==> src/rtl/udp_rx_to_buff_if.sv <==
// Header and payload-stream bundle between the UDP/IP core (master) and the RX buffer feeder (slave).
interface udp_rx_to_buff_if;
  logic        HDR_VALID;
  logic        HDR_READY;
  logic [0:31] HDR_SRC_IP;
  logic [0:47] HDR_SRC_MAC;
  logic [0:15] HDR_SRC_UDP_PORT;
  logic [0:15] HDR_DST_UDP_PORT;
  logic [7:0]  S_TDATA;
  logic        S_TVALID;
  logic        S_TLAST;
  logic        S_TREADY;

  modport master (
    output HDR_VALID, HDR_SRC_IP, HDR_SRC_MAC, HDR_SRC_UDP_PORT, HDR_DST_UDP_PORT,
    output S_TDATA, S_TVALID, S_TLAST,
    input  HDR_READY, S_TREADY
  );

  modport slave (
    input  HDR_VALID, HDR_SRC_IP, HDR_SRC_MAC, HDR_SRC_UDP_PORT, HDR_DST_UDP_PORT,
    input  S_TDATA, S_TVALID, S_TLAST,
    output HDR_READY, S_TREADY
  );
endinterface

==> src/rtl/udp_rx_to_buff.sv <==
// Filters UDP frames by destination port and exact length, writes the payload into the RX buffer
// and hands the buffer to the downstream stage, holding off new frames until it reports done.
module udp_rx_to_buff #(
  parameter int          USER_DATA_BYTES = 784,
  parameter int          ADDR_W          = 10,
  parameter logic [15:0] LISTEN_PORT     = 16'd9000
) (
  input  logic              ACLK,
  input  logic              ARESET,
  udp_rx_to_buff_if.slave   s_if,
  output logic [7:0]        RX_DATA,
  output logic [ADDR_W-1:0] RX_ADDR,
  output logic              RX_EN,
  output logic [0:31]       SRC_IP_ADDRESS_IP,
  output logic [0:47]       SRC_MAC_ADDRESS_IP,
  output logic [0:15]       SRC_UDP_PORT_IP,
  output logic              FRAME_READY,
  input  logic              BUFF_DONE,
  output logic [15:0]       DROP_COUNT
);

  localparam logic [ADDR_W-1:0] LAST_ADDR = ADDR_W'(USER_DATA_BYTES - 1);

  typedef enum logic [2:0] {
    ST_IDLE,
    ST_RECV,
    ST_DROP,
    ST_READY,
    ST_WAIT_DONE
  } state_t;

  state_t            r_state;
  state_t            w_state_next;

  logic [ADDR_W-1:0] r_count;
  logic [0:31]       r_shadow_ip;
  logic [0:47]       r_shadow_mac;
  logic [0:15]       r_shadow_port;
  logic [7:0]        r_rx_data;
  logic [ADDR_W-1:0] r_rx_addr;
  logic              r_rx_en;
  logic [0:31]       r_src_ip;
  logic [0:47]       r_src_mac;
  logic [0:15]       r_src_port;
  logic [15:0]       r_drop_count;

  logic              w_hdr_fire;
  logic              w_beat;
  logic              w_write;
  logic              w_load_hdr;
  logic              w_latch_src;
  logic              w_drop_inc;

  // Readies are gated by reset so every output reads 0 while reset is held.
  assign s_if.HDR_READY = ARESET && (r_state == ST_IDLE);
  assign s_if.S_TREADY  = ARESET && ((r_state == ST_RECV) || (r_state == ST_DROP));

  assign w_hdr_fire = s_if.HDR_VALID && s_if.HDR_READY;
  assign w_beat     = s_if.S_TVALID && s_if.S_TREADY;

  always_ff @(posedge ACLK) begin
    if (!ARESET) begin
      r_state <= ST_IDLE;
    end else begin
      r_state <= w_state_next;
    end
  end

  always_comb begin
    w_state_next = r_state;
    w_write      = 1'b0;
    w_load_hdr   = 1'b0;
    w_latch_src  = 1'b0;
    w_drop_inc   = 1'b0;
    case (r_state)
      ST_IDLE: begin
        if (w_hdr_fire) begin
          if (s_if.HDR_DST_UDP_PORT == LISTEN_PORT) begin
            w_state_next = ST_RECV;
            w_load_hdr   = 1'b1;
          end else begin
            w_state_next = ST_DROP;
            w_drop_inc   = 1'b1;
          end
        end
      end
      ST_RECV: begin
        if (w_beat) begin
          w_write = 1'b1;
          if (r_count == LAST_ADDR) begin
            if (s_if.S_TLAST) begin
              w_state_next = ST_READY;
              w_latch_src  = 1'b1;
            end else begin
              // Too long: buffer is full, drain the remainder without writing.
              w_state_next = ST_DROP;
              w_drop_inc   = 1'b1;
            end
          end else if (s_if.S_TLAST) begin
            w_state_next = ST_IDLE;
            w_drop_inc   = 1'b1;
          end
        end
      end
      ST_DROP: begin
        if (w_beat && s_if.S_TLAST) begin
          w_state_next = ST_IDLE;
        end
      end
      ST_READY: begin
        w_state_next = ST_WAIT_DONE;
      end
      ST_WAIT_DONE: begin
        if (BUFF_DONE) begin
          w_state_next = ST_IDLE;
        end
      end
      default: begin
        w_state_next = ST_IDLE;
      end
    endcase
  end

  always_ff @(posedge ACLK) begin
    if (!ARESET) begin
      r_count       <= '0;
      r_shadow_ip   <= '0;
      r_shadow_mac  <= '0;
      r_shadow_port <= '0;
      r_rx_data     <= '0;
      r_rx_addr     <= '0;
      r_rx_en       <= 1'b0;
      r_src_ip      <= '0;
      r_src_mac     <= '0;
      r_src_port    <= '0;
      r_drop_count  <= '0;
    end else begin
      r_rx_en <= w_write;
      if (w_write) begin
        r_rx_data <= s_if.S_TDATA;
        r_rx_addr <= r_count;
        r_count   <= r_count + ADDR_W'(1);
      end
      if (w_load_hdr) begin
        r_count       <= '0;
        r_shadow_ip   <= s_if.HDR_SRC_IP;
        r_shadow_mac  <= s_if.HDR_SRC_MAC;
        r_shadow_port <= s_if.HDR_SRC_UDP_PORT;
      end
      if (w_latch_src) begin
        r_src_ip   <= r_shadow_ip;
        r_src_mac  <= r_shadow_mac;
        r_src_port <= r_shadow_port;
      end
      if (w_drop_inc && (r_drop_count != 16'hFFFF)) begin
        r_drop_count <= r_drop_count + 16'd1;
      end
    end
  end

  assign RX_DATA            = r_rx_data;
  assign RX_ADDR            = r_rx_addr;
  assign RX_EN              = r_rx_en;
  assign SRC_IP_ADDRESS_IP  = r_src_ip;
  assign SRC_MAC_ADDRESS_IP = r_src_mac;
  assign SRC_UDP_PORT_IP    = r_src_port;
  assign FRAME_READY        = (r_state == ST_READY);
  assign DROP_COUNT         = r_drop_count;

endmodule

==> src/flat_wrapper.sv <==
// flat-port wrapper written by rule: the top's interface ports become plain ports
module udp_rx_to_buff_flat 
#(
  parameter int          USER_DATA_BYTES = 784,
  parameter int          ADDR_W          = 10,
  parameter logic [15:0] LISTEN_PORT     = 16'd9000
)
  (ACLK, ARESET, RX_DATA, RX_ADDR, RX_EN, SRC_IP_ADDRESS_IP, SRC_MAC_ADDRESS_IP, SRC_UDP_PORT_IP, FRAME_READY, BUFF_DONE, DROP_COUNT, s_if_HDR_VALID, s_if_HDR_SRC_IP, s_if_HDR_SRC_MAC, s_if_HDR_SRC_UDP_PORT, s_if_HDR_DST_UDP_PORT, s_if_S_TDATA, s_if_S_TVALID, s_if_S_TLAST, s_if_HDR_READY, s_if_S_TREADY);
  udp_rx_to_buff_if s_if_i ();
  input  logic ACLK;
  input  logic ARESET;
  output logic [7:0] RX_DATA;
  output logic [ADDR_W-1:0] RX_ADDR;
  output logic RX_EN;
  output logic [0:31] SRC_IP_ADDRESS_IP;
  output logic [0:47] SRC_MAC_ADDRESS_IP;
  output logic [0:15] SRC_UDP_PORT_IP;
  output logic FRAME_READY;
  input  logic BUFF_DONE;
  output logic [15:0] DROP_COUNT;
  input wire logic [$bits(s_if_i.HDR_VALID)-1:0] s_if_HDR_VALID;
  input wire logic [$bits(s_if_i.HDR_SRC_IP)-1:0] s_if_HDR_SRC_IP;
  input wire logic [$bits(s_if_i.HDR_SRC_MAC)-1:0] s_if_HDR_SRC_MAC;
  input wire logic [$bits(s_if_i.HDR_SRC_UDP_PORT)-1:0] s_if_HDR_SRC_UDP_PORT;
  input wire logic [$bits(s_if_i.HDR_DST_UDP_PORT)-1:0] s_if_HDR_DST_UDP_PORT;
  input wire logic [$bits(s_if_i.S_TDATA)-1:0] s_if_S_TDATA;
  input wire logic [$bits(s_if_i.S_TVALID)-1:0] s_if_S_TVALID;
  input wire logic [$bits(s_if_i.S_TLAST)-1:0] s_if_S_TLAST;
  output wire logic [$bits(s_if_i.HDR_READY)-1:0] s_if_HDR_READY;
  output wire logic [$bits(s_if_i.S_TREADY)-1:0] s_if_S_TREADY;
  assign s_if_i.HDR_VALID = s_if_HDR_VALID;
  assign s_if_i.HDR_SRC_IP = s_if_HDR_SRC_IP;
  assign s_if_i.HDR_SRC_MAC = s_if_HDR_SRC_MAC;
  assign s_if_i.HDR_SRC_UDP_PORT = s_if_HDR_SRC_UDP_PORT;
  assign s_if_i.HDR_DST_UDP_PORT = s_if_HDR_DST_UDP_PORT;
  assign s_if_i.S_TDATA = s_if_S_TDATA;
  assign s_if_i.S_TVALID = s_if_S_TVALID;
  assign s_if_i.S_TLAST = s_if_S_TLAST;
  assign s_if_HDR_READY = s_if_i.HDR_READY;
  assign s_if_S_TREADY = s_if_i.S_TREADY;
  udp_rx_to_buff #(.USER_DATA_BYTES(USER_DATA_BYTES), .ADDR_W(ADDR_W), .LISTEN_PORT(LISTEN_PORT)) u_core (.ACLK(ACLK), .ARESET(ARESET), .s_if(s_if_i), .RX_DATA(RX_DATA), .RX_ADDR(RX_ADDR), .RX_EN(RX_EN), .SRC_IP_ADDRESS_IP(SRC_IP_ADDRESS_IP), .SRC_MAC_ADDRESS_IP(SRC_MAC_ADDRESS_IP), .SRC_UDP_PORT_IP(SRC_UDP_PORT_IP), .FRAME_READY(FRAME_READY), .BUFF_DONE(BUFF_DONE), .DROP_COUNT(DROP_COUNT));
endmodule
==> config.mk <==
export PLATFORM = sky130hd
export DESIGN_NAME = udp_rx_to_buff_flat
export DESIGN_NICKNAME = d
export VERILOG_FILES = /design/src/rtl/udp_rx_to_buff_if.sv /design/src/rtl/udp_rx_to_buff.sv /design/src/flat_wrapper.sv
export SDC_FILE = /design/constraint.sdc
export NUM_CORES = 1
export LEC_CHECK = 0
export ABC_AREA = 1
export CAP_MARGIN = 20
export CORE_MARGIN = 10
export CORE_UTILIZATION = 49
export CTS_BUF_LIST = sky130_fd_sc_hd__clkbuf_8
export DETAILED_ROUTE_END_ITERATION = 10
export GPL_ROUTABILITY_DRIVEN = 0
export PLACE_DENSITY_LB_ADDON = 0.15
export SLEW_MARGIN = 10
export SYNTH_ARGS = -nofsm -noshare
export SYNTH_HDL_FRONTEND = slang
export SYNTH_SLANG_ARGS = --single-unit
==> constraint.sdc <==
create_clock -name ACLK -period 2.8 [get_ports ACLK]
set_clock_uncertainty 0.15 [all_clocks]
set_input_delay 0.42 -clock ACLK [delete_from_list [all_inputs] [get_ports ACLK]]
set_output_delay 0.42 -clock ACLK [all_outputs]
set_load 0.01 [all_outputs]
### Word level (Yosys, flattened, before mapping)

Cells that the tools add are included.

* word-level logic and storage cells: 61
* input bits: 126
* flip-flop bits (word level): 240

* add/subtract/negate cells: 2
* reductions and logical operators: 10
* equality and inequality tests: 12
* multiplexer cells: 24
* bitwise gates (word level): 1

Operators with widths (number)
* 3-bit two-way mux: 6
* 16-bit by 1-bit adder with 16-bit output (second input constant): 1
* 16-bit by 14-bit == test with 1-bit output (second input constant): 1
* 16-bit inequality test (second input constant): 1
* 1-bit two-way mux: 15
* 3-bit case mux with 5 select lines: 1
* 10-bit by 1-bit adder with 10-bit output (second input constant): 1
* 10-bit == test (second input constant): 1
* 3-bit by 2-bit == test with 1-bit output (second input constant): 2
* 1-bit logical AND: 6
* 5-bit AND reduction: 1
* 2-bit by 1-bit inequality test with 1-bit output (second input constant): 2
* 2-bit inequality test (second input constant): 2
* 3-bit by 1-bit == test with 1-bit output (second input constant): 1
* 3-bit == test (second input constant): 1
* 3-bit logical NOT: 1
* 3-bit inequality test (second input constant): 1
* 2-bit two-way mux: 1
* 1-bit case mux with 2 select lines: 1
* 2-bit OR reduction: 1
* 1-bit logical OR: 1
* 1-bit NOT: 1

### Logic depth before layout (Yosys ltp)

* word-level depth: 7
* gate-level depth with buffers: 13
* mapped depth without buffers: 12

### Worst setup path after synthesis

No wires, ideal clock.

* path kind: register to register
* from: register u_core.r_count[0]
* to: register u_core.r_src_ip (netlist bit u_core.SRC_IP_ADDRESS_IP[10])
* cell stages (with the launch flop): 14
* slack: 705 ps
* setup time: 116 ps
* data arrival time: 1829 ps
* required time: 2534 ps
* buffers on the path: 2
* cells stage by stage: dfxtp_1 -> ha_1 -> nand2_1 -> nor3_1 -> nand2_1 -> inv_1 -> ha_1 -> inv_1 -> nor2_4 -> inv_2 -> buf_2 -> buf_2 -> nor2_1 -> nor2_1

* word-level cells in the longest chain between the ends: 4

Ends and longest elaborated chain
* from (decl): RTL line udp_rx_to_buff.sv:35 `logic [ADDR_W-1:0] r_count;`
* from (signal assigned): RTL line udp_rx_to_buff.sv:142 `r_count <= r_count + ADDR_W'(1);`
* 10-bit == test: RTL line udp_rx_to_buff.sv:90 `if (r_count == LAST_ADDR) begin`
* 1-bit two-way mux: RTL line udp_rx_to_buff.sv:90
* 1-bit two-way mux: RTL line udp_rx_to_buff.sv:88 `if (w_beat) begin`
* 1-bit two-way mux: RTL line udp_rx_to_buff.sv:75 `case (r_state)`
* to (signal assigned): RTL line udp_rx_to_buff.sv:151 `r_src_ip <= r_shadow_ip;`
* to (decl): RTL line udp_rx_to_buff.sv:42 `logic [0:31] r_src_ip;`

No other way between the ends.
A chain may end at the register's enable or synchronous reset.

### Worst setup path after layout

* from: register u_core.r_state[2]
* to: output port s_if_S_TREADY

* word-level cells in the longest chain between the ends: 3
* elaborated cells between the ends (all ways): 4
* classes of those cells: eq/ne (2); reduce/logical (2)

Ends and longest elaborated chain
* from (decl): RTL line udp_rx_to_buff.sv:32 `state_t r_state;`
* from (signal assigned): RTL line udp_rx_to_buff.sv:65 `r_state <= w_state_next;`
* 3-bit by 1-bit == test with 1-bit output or 3-bit by 2-bit == test with 1-bit output (tied branches): RTL line udp_rx_to_buff.sv:56 `assign s_if.S_TREADY = ARESET && ((r_state == ST_RECV) || (r_state == ST_DROP));`
* 1-bit logical OR (*): RTL line udp_rx_to_buff.sv:56
* 1-bit logical AND (*): RTL line udp_rx_to_buff.sv:56
* to (decl): RTL line flat_wrapper.sv:30 `output wire logic [$bits(s_if_i.S_TREADY)-1:0] s_if_S_TREADY;`

Mark *: on every way between the ends. The rest lies on a longest branch, timed or not.

==> key figures <==
STA
  – Highest clock rate: 396 MHz
  – Pins Over Slew Limit: 0
  – Relative slew slack: 0.429
  – Final Setup Violations: 0
  – Final period utilization: 0.902
  – RSZ-0062 raised after global routing: no
  – Hold Fails Final Rpt: 0
  – Final setup TNS: 0 ns
  – Setup ws final: 0.275 ns
  – Worst hold slack: between 0.2 and 0.3 ns
  – Tightest Pin Transition: 0.857 ns
  – Fin crit period: 2.52 ns

Run status
  – Status: finished, final reports clean

Floorplanning
  – Die Y: 156 µm
  – DIE AREA: ~24,000 µm²
  – Die Width: 156 µm
  – IO Pins: 260
  – Starting Density: 0.501
  – Core footprint: about 18,000 µm²
  – Site Rows: 49

Synthesis
  – Sequential-to-total area share from yosys stat: 0.531
  – Seq cells post-synth: 240
  – Syn. warnings: 0
  – Post-Syn Instances: about 1,200
  – Post-Syn Area: roughly 9100 µm²
  – Distinct cells, synth: 27
  – Synth Area per Inst: 7.58 µm²
  – Synth Net Count: approximately 1,300

Layout
  – Share of post-route cells with drive strength above 1: 0.0692
  – Final cell count without fillers: about 1,700
  – Commonest non-fill, non-tap cells in the layout: nor2_1, clkdlybuf4s50_1, dfxtp_1, o21ai_0, nand2_1
  – Commonest non-fill, non-tap cell in the layout: nor2_1
  – Reg area: a little under 5000 µm²
  – Area of the multi-input gates: approximately 3800 µm²
  – Area Overhead vs Synth: 37.3%
  – Nets: 1,566
  – Ant diodes: 0
  – Number of fill cells: between 1,500 and 2,000

Pwr
  – Psw: approximately 1.5 mW
  – Switching Share: 0.224
  – Lkg Pwr: roughly 5.4 nW
  – Pwr dens: between 500 and 600 nW/µm²
  – Clock share of power: 0.427
  – Internal power: 5.10 mW
  – Peak VDD IR: 0.417 mV
  – Power share of the combinational group: 0.051
  – Seq pwr share: 0.522

Critical path
  – CP startpoint: u_core.r_state[2]
  – Arrival @ worst endpoint: around 2.0 ns
  – Worst path cell trace: nor2_4, nand2_1, a21oi_1, clkdlybuf4s50_1
  – Worst Path Required: ~2.2 ns
  – CP endpoint kind: primary output
  – Cell family with most CP delay: buffers and inverters
  – Crit start category: flip-flop
  – Critical Path Max Stage Delay: 0.57 ns
  – WS Path Type: flip-flop to primary output
  – Crit Reg-Reg Startpoint: u_core.r_count[0]
  – CP Max Fanout: 4
  – Worst path slowest cell: clkdlybuf4s50_1
  – Buf+Inv Stages, Crit Path: 1

Detailed routing
  – Initial drt markers: ~570
  – Vias per cell: just over 5
  – Routed via count: approximately 8,500
  – DR WL/cell: 15.4 µm
  – DRC viols: 0
  – DR pass1 iterations: 5
  – DRT antenna net count: 0
  – DRT Wirelength: 26.0 mm

GRT
  – Vias in the first global route: 8,179
  – First-pass GRT wire length: between 40 and 50 mm
  – Largest net degree at the start of global routing: roughly 110
  – GR Util All Layers: 0.207
  – Initial antenna violation count: 0
  – Grt ovf: 0

CTS
  – Worst-path clk slew: 0.06 ns
  – CTS Buf Count: 40
  – CTS tree: yes
  – Latest clock arrival within the worst-skew pair: around 0.53 ns
  – Max Buffers Root-to-Sink: 3
  – Post_cts resized: 0
  – Clk root buf: clkbuf_8
  – H-tree depth: 2
  – Clock sinks: between 200 and 250
  – Setup bufs post-CTS: 0
  – Hold buffers post-CTS: 0

Placement
  – Inst Count DP: 1,623
  – PortBufs: 259
  – Post-Place Setup Slack: ~0.29 ns
  – Dpl hpwl: around 17 mm

Min path
  – Worst hold path type: input port to flip-flop
  – Min-Delay Startpoint: ARESET

Job
  – Max Cap Violations: 0
registers in the layout (all words and copies together), names as in the netlist:
register,count
u_core.RX_EN,1
u_core.r_shadow_ip,32
u_core.DROP_COUNT,16
u_core.r_shadow_mac,48
u_core.r_shadow_port,16
u_core.r_count,10
u_core.RX_ADDR,10
u_core.RX_DATA,8
u_core.SRC_MAC_ADDRESS_IP,48
u_core.SRC_IP_ADDRESS_IP,32
u_core.r_state,3
u_core.SRC_UDP_PORT_IP,16
stage by stage:
stage / power, mW / area (µm²) / util
2_1_floorplan: 3.62 / 9050 / -
3_3_place_gp: 3.84 / 11700 / 0.648
3_5_place_dp: 3.84 / 11700 / 0.648
4_1_cts: 6.66 / 12400 / 0.687
5_1_grt: 6.87 / 12400 / 0.687
6_report: 6.58 / 12400 / 0.687
cells by family after synthesis:
| logic type | Yosys count | share of synthesized area |
|---|---|---|
| flip-flops | 240 | 0.531 |
| adder cells (fa/ha/maj) | 4 | 0.00553 |
| AND/OR/NAND/NOR | 592 | 0.267 |
| AO/OA/AOI/OAI | 245 | 0.136 |
| XOR/XNOR | 7 | 0.00677 |
| buffers and inverters | 107 | 0.0549 |
worst paths after layout:
kind	depth (start not counted)	slack, ns	to
worst min-delay path	4	0.26	u_core.r_state[1]
worst max register to register	10	0.36	u_core.DROP_COUNT[1]
worst max-delay path	4	0.28	s_if_S_TREADY
worst min register to register	2	0.31	u_core.RX_ADDR[3]
Yosys cell counts (all sizes together):
library cell / number / area (µm²)
o21ai: 201 / 1010
nand3: 33 / 165
buf: 35 / 226
a21oi: 43 / 215
xnor2: 2 / 17.5
clkbuf: 39 / 146
ha: 4 / 50.1
dfxtp: 240 / 4800
nand3b: 1 / 7.51
xor2: 5 / 43.8
nand2: 104 / 403
nor2: 438 / 1730
nor3b: 1 / 7.51
o22ai: 1 / 6.26
inv: 33 / 124
nand4: 8 / 65.1
and3: 1 / 6.26
nor3: 6 / 30.0
routing by layer:
metal / routed length [µm] / GRT usage
met2: 12500 / 0.347
met5: 0 / 0
met4: 508 / 0.0656
met1: 10700 / 0.239
met3: 2310 / 0.0789
area by class of cell:
class	instances	area share
sequential	240	0.386
multi-input combinational	848	0.302
timing repair buffer	273	0.221
clock buffer	46	0.0509
tap	229	0.0230
inverter	33	0.0102
clock inverter	20	0.00684
tightest hold or removal path, cell delays in order:
cell    delay, ns
buf_4        0.11
inv_1        0.09
buf_4        0.19
nor2_1       0.10
power by group through the flow:
stage / sequential, mW / combinational (mW) / clock, mW
floorplan: 3.51 / 0.115 / 0
global placement: 3.51 / 0.333 / 0
detailed placement: 3.51 / 0.334 / 0
CTS: 3.43 / 0.336 / 2.89
global route: 3.43 / 0.363 / 3.08
finish: 3.43 / 0.335 / 2.81
No activity file was read; power rests on OpenSTA's default activity.
